--- src/rtl/mc_ctrl_fsm.sv ---
// Multicycle MIPS main control FSM with mem_ready wait handshake.
// Define MC_IMMLOGIC_EN to implement the ORI/ANDI zero-extend path.
module mc_ctrl_fsm #(
   parameter int OP_W    = 6,
   parameter int STATE_W = 4
) (
   input  logic               clk,
   input  logic               reset,
   input  logic [OP_W-1:0]    op,
   input  logic               zero,
   input  logic               mem_ready,
   output logic               iord,
   output logic               irwrite,
   output logic               memwrite,
   output logic               regdst,
   output logic               memtoreg,
   output logic               regwrite,
   output logic               alusrca,
   output logic [1:0]         alusrcb,
   output logic               zeroext,
   output logic [1:0]         pcsrc,
   output logic [2:0]         aluop,
   output logic               pcen,
   output logic               illegal,
   output logic [STATE_W-1:0] state_o
);

   typedef enum logic [STATE_W-1:0] {
      FETCH   = 0,
      DECODE  = 1,
      MEMADR  = 2,
      MEMRD   = 3,
      MEMWB   = 4,
      MEMWR   = 5,
      RTYPEEX = 6,
      ALUWB   = 7,
      BEQEX   = 8,
      ADDIEX  = 9,
      IMMWB   = 10,
      JEX     = 11,
      ORIEX   = 12,
      ANDIEX  = 13
   } state_t;

   localparam logic [OP_W-1:0] OP_R    = 6'b000000;
   localparam logic [OP_W-1:0] OP_LW   = 6'b100011;
   localparam logic [OP_W-1:0] OP_SW   = 6'b101011;
   localparam logic [OP_W-1:0] OP_BEQ  = 6'b000100;
   localparam logic [OP_W-1:0] OP_ADDI = 6'b001000;
   localparam logic [OP_W-1:0] OP_J    = 6'b000010;
`ifdef MC_IMMLOGIC_EN
   localparam logic [OP_W-1:0] OP_ORI  = 6'b001101;
   localparam logic [OP_W-1:0] OP_ANDI = 6'b001100;
`endif

   state_t state_q;
   state_t state_d;
   logic   irwrite_c;
   logic   memwrite_c;
   logic   regwrite_c;
   logic   pcen_c;
   logic   illegal_c;

   always_ff @(posedge clk or negedge reset) begin
      if (!reset) state_q <= FETCH;
      else        state_q <= state_d;
   end

`ifdef MC_IMMLOGIC_EN
   // remembers that IMMWB was entered from ORIEX/ANDIEX
   logic imm_q;

   always_ff @(posedge clk or negedge reset) begin
      if (!reset) imm_q <= 1'b0;
      else        imm_q <= (state_q == ORIEX) ||
                           (state_q == ANDIEX);
   end
`endif

   always_comb begin
      state_d    = FETCH;
      iord       = 1'b0;
      irwrite_c  = 1'b0;
      memwrite_c = 1'b0;
      regdst     = 1'b0;
      memtoreg   = 1'b0;
      regwrite_c = 1'b0;
      alusrca    = 1'b0;
      alusrcb    = 2'b00;
      zeroext    = 1'b0;
      pcsrc      = 2'b00;
      aluop      = 3'b000;
      pcen_c     = 1'b0;
      illegal_c  = 1'b0;
      unique case (state_q)
         FETCH: begin
            alusrcb   = 2'b01;
            irwrite_c = mem_ready;
            pcen_c    = mem_ready;
            state_d   = mem_ready ? DECODE : FETCH;
         end
         DECODE: begin
            alusrcb = 2'b11;
            unique case (op)
               OP_LW, OP_SW: state_d = MEMADR;
               OP_R:         state_d = RTYPEEX;
               OP_BEQ:       state_d = BEQEX;
               OP_ADDI:      state_d = ADDIEX;
               OP_J:         state_d = JEX;
`ifdef MC_IMMLOGIC_EN
               OP_ORI:       state_d = ORIEX;
               OP_ANDI:      state_d = ANDIEX;
`endif
               default: begin
                  illegal_c = 1'b1;
                  state_d   = FETCH;
               end
            endcase
         end
         MEMADR: begin
            alusrca = 1'b1;
            alusrcb = 2'b10;
            if (op == OP_LW)      state_d = MEMRD;
            else if (op == OP_SW) state_d = MEMWR;
            else                  state_d = FETCH;
         end
         MEMRD: begin
            iord    = 1'b1;
            state_d = mem_ready ? MEMWB : MEMRD;
         end
         MEMWB: begin
            memtoreg   = 1'b1;
            regwrite_c = 1'b1;
         end
         MEMWR: begin
            iord       = 1'b1;
            memwrite_c = 1'b1;
            state_d    = mem_ready ? FETCH : MEMWR;
         end
         RTYPEEX: begin
            alusrca = 1'b1;
            aluop   = 3'b010;
            state_d = ALUWB;
         end
         ALUWB: begin
            regdst     = 1'b1;
            regwrite_c = 1'b1;
         end
         BEQEX: begin
            alusrca = 1'b1;
            aluop   = 3'b001;
            pcsrc   = 2'b01;
            pcen_c  = zero;
         end
         ADDIEX: begin
            alusrca = 1'b1;
            alusrcb = 2'b10;
            state_d = IMMWB;
         end
         IMMWB: begin
            regwrite_c = 1'b1;
`ifdef MC_IMMLOGIC_EN
            zeroext    = imm_q;
`endif
         end
         JEX: begin
            pcsrc  = 2'b10;
            pcen_c = 1'b1;
         end
`ifdef MC_IMMLOGIC_EN
         ORIEX: begin
            alusrca = 1'b1;
            alusrcb = 2'b10;
            zeroext = 1'b1;
            aluop   = 3'b011;
            state_d = IMMWB;
         end
         ANDIEX: begin
            alusrca = 1'b1;
            alusrcb = 2'b10;
            zeroext = 1'b1;
            aluop   = 3'b100;
            state_d = IMMWB;
         end
`endif
         default: state_d = FETCH;
      endcase
   end

   // strobes are held off for the whole time reset is asserted
   assign irwrite  = irwrite_c  & reset;
   assign memwrite = memwrite_c & reset;
   assign regwrite = regwrite_c & reset;
   assign pcen     = pcen_c     & reset;
   assign illegal  = illegal_c  & reset;
   assign state_o  = state_q;

endmodule

--- config.mk ---
export PLATFORM = sky130hd
export DESIGN_NAME = mc_ctrl_fsm
export DESIGN_NICKNAME = d
export VERILOG_FILES = /design/src/rtl/mc_ctrl_fsm.sv
export SDC_FILE = /design/constraint.sdc
export NUM_CORES = 1
export LEC_CHECK = 0
export CAP_MARGIN = 10
export CORE_ASPECT_RATIO = 0.8
export CORE_MARGIN = 5
export CORE_UTILIZATION = 24
export CTS_BUF_LIST = sky130_fd_sc_hd__clkbuf_8
export CTS_CLUSTER_SIZE = 40
export DETAILED_ROUTE_END_ITERATION = 12
export PLACE_DENSITY = 0.51
export SLEW_MARGIN = 20
export SYNTH_ARGS = -nofsm -noshare
export SYNTH_HDL_FRONTEND = slang
export SYNTH_SLANG_ARGS = --single-unit
--- constraint.sdc ---
create_clock -name clk -period 2.66 [get_ports clk]
set_input_delay 0.532 -clock clk [delete_from_list [all_inputs] [get_ports clk]]
set_output_delay 0.532 -clock clk [all_outputs]
set_load 0.005 [all_outputs]
==> metrics.yaml, run 1 <==
timing:
  grt_setup_unrepaired: "no"
  slew_violations: 0
  finClkSkew_ns: 0.00148
  period_needed_ns: 2.55
  final-setup-viol-count: 0
  setup_ws_ns: 0.110
  finalHoldViolCount: 0
  fmax_mhz: 392
  min_period_over_period_pct: 95.9
layout:
  most-common-layout-cells: "27 x clkdlybuf4s50_1, 12 x nor2_1, 10 x buf_4"
  n_antenna_cell: 0
  fin_cells: 139
  fin_nets: 126
  final_common_cell: "clkdlybuf4s50_1"
  syn_to_final_growth_pct: 67.2
  utilization_pct: 43.3
  drive_gt1_share_pct: 17.5
  fill_cells: 235
  finalInstanceArea_um2: 958
  largest_reg_flops: 4
worst_hold_path:
  worstHoldPathType: "in2async"
routing:
  first_pass_iters: 4
  finalWirelength_um: 1800
  avgRoutedWirePerCell_um: 12.9
  dr_total_vias: 675
  first_iter_violations: 21
  antenna_left: 0
  vias_per_cell: 4.86
  drc: 0
setup_path:
  required_ns: 2.13
  worst-r2r-setup-slack_ns: 1.25
  crit_type: "in2out"
  cp_cell_sequence: "clkdlybuf4s50_1, or3b_1, mux2_2, nor3b_2, dlygate4sd2_1"
  crit_slowest_cell: "clkdlybuf4s50_1"
  start_kind: "input port"
  cp_top_family: "buffers and inverters"
  cpPeakStageDelay_ns: 0.47
  cp_max_fo: 2
  r2r-start: "state_o[3]"
  cp-end-kind: "primary output"
  reg2reg_depth: 4
  critPathLaunch: "mem_ready"
  reg2reg_to: "state_o[0]"
  crit_arrival_ns: 2.02
  critPathBufInv: 2
clock_tree:
  h-tree-depth: 1
  clk_pin_slew_ns: 0.03
  cts_buffers: 3
  clockBufferDepth: 2
  cts_tree: "built"
  cts-root-buf: "clkbuf_8"
  clock_latency_ns: 0.22
  cts_num_sinks: 4
power:
  p_total_w: 0.000339
  p_clk_share_pct: 37.4
  powerDensity_mw_per_mm2: 354
  seqPwrFrac_pct: 22.2
  intPower_w: 0.000240
  max-vdd-ir-drop_mv: 0.103
  p_leak_nw: 0.386
  p_comb_share_pct: 40.4
  switchingPower_w: 0.0000985
  p_sw_share_pct: 29.1
synth:
  synthCells: 80
  synthDistinctLibCells: 38
  ys_seq_area_share_pct: 17.5
  yosysWarnings: 0
  synth_seq_cells: 4
  synthesis.area_um2: 573
  avgSynthCellArea_um2: 7.16
placement:
  placed_area_um2: 913
  dp_cells: 136
  hpwl_um: 1440
  finalWeightedCongestion: 0.817
  portBuffers: 28
  dp_slack_ns: -0.176
die:
  chipWidth_um: 64.6
  start_util_pct: 25.9
  dieArea_mm2: 0.00347
  core_mm2: 0.00221
  io-pin-count: 31
  fp.dieH_um: 53.7
  rows: 15
global_route:
  grt_pass1_wl_um: 2950
  grt_usage_pct: 10.9
  grt_max_degree: 14
  antenna_found_initial: 0
  grt_pass1_vias: 647
  grt_overflow: 0
flow_run:
  drv_cap: 0
status:
  outcome: "finished clean"
[metal layers]
metal / up-vias / part of all wire [%] / global-route usage, %
li1: 347 / - / -
met1: 293 / 49 / 14.4
met2: 33 / 40 / 16.8
met3: 2 / 9.4 / 3.76
met4: 0 / 0.89 / 3.16
met5: - / 0 / 0
[power by group through the flow]
| stage | sequential (W) | combinational [W] | clock [W] |
|---|---|---|---|
| 3_5_place_dp | 0.0000755 | 0.000137 | 0 |
| 5_1_grt | 0.0000763 | 0.000151 | 0.000135 |
| 3_3_place_gp | 0.0000760 | 0.000137 | 0 |
| 2_1_floorplan | 0.0000714 | 0.0000734 | 0 |
| 6_report | 0.0000752 | 0.000137 | 0.000127 |
| 4_1_cts | 0.0000749 | 0.000136 | 0.000131 |
[synthesized netlist by cell type (all sizes together)]
cell / number / area (um^2)
and4: 1 / 10.0
buf: 6 / 41.3
nand2b: 6 / 40.0
a31oi: 2 / 12.5
or3b: 1 / 8.76
mux2: 1 / 11.3
and2b: 1 / 7.51
o21a: 1 / 7.51
o31ai: 1 / 7.51
nor3b: 1 / 12.5
a21boi: 1 / 11.3
nor3: 8 / 40.0
clkbuf: 2 / 8.75
dfrtp: 4 / 100
and3: 1 / 6.26
nand2: 6 / 22.5
o21bai: 1 / 7.51
conb: 1 / 3.75
nand4: 1 / 6.26
mux2i: 2 / 20.0
nor2: 12 / 45.0
nand3b: 1 / 7.51
o211ai: 2 / 15.0
nor2b: 2 / 12.5
inv: 1 / 3.75
o221ai: 1 / 8.76
maj3: 1 / 10.0
nand3: 2 / 10.0
xor2: 3 / 26.3
a21oi: 1 / 5.00
or3: 1 / 6.26
and2: 1 / 6.26
o21ai: 3 / 15.0
o41ai: 1 / 16.3
[cell type report]
class | count | area, um^2 | area share, %
Clock buffer | 3 | 41.3 | 4.31
Tap cell | 25 | 31.3 | 3.26
Timing Repair Buffer | 38 | 354 | 36.9
Inverter | 1 | 3.75 | 0.392
Multi-Input combinational cell | 68 | 428 | 44.6
Sequential cell | 4 | 100 | 10.4
[what timing repair did]
item	in CTS	in global routing
gates cloned	0	0
endpoints found under the setup margin	1	1
hold buffers	0	0
buffers inserted	0	0
gates resized for setup	1	1
[worst max-delay path by stage]
stage / endpoint / slack [ns] / cells after the start
floorplan: pcen / 0.82 / 3
global placement: pcen / -0.18 / 5
detailed placement: pcen / -0.18 / 5
CTS: pcen / 0.1 / 5
global route: illegal / 0.04 / 5
finish: pcen / 0.11 / 5
[cell families after synthesis]
logic type	after synthesis	share of synthesized area (%)
multiplexers	3	5.46
other	1	0.654
AND/OR/NAND/NOR	45	42.1
AO/OA/AOI/OAI	14	18.6
buffers and inverters	9	9.38
flip-flops	4	17.5
adder cells (fa/ha/maj)	1	1.75
XOR/XNOR	3	4.59
[stage by stage]
stage | hold slack (ns) | TNS [ns]
final | 0.760 | 0
after global routing | 0.780 | 0
after CTS | 0.761 | 0
after detailed placement | 0.794 | -0.176
after global placement | 0.803 | -0.176
after floorplan | 0.236 | 0
[worst reg2reg max path, cell delays in order (launching register included)]
cell      delay (ns)
dfrtp_1         0.60
nand2b_1        0.29
nor2_1          0.12
a31oi_1         0.16
o211ai_1        0.10
Power figures use the tool's default switching activity.
==> inputs of run 2 (changes only) <==
CTS_CLUSTER_DIAMETER = 200   (was unset)
==> results of run 2 <==
Final layout, timing and power as in run 1 (identical DEF).
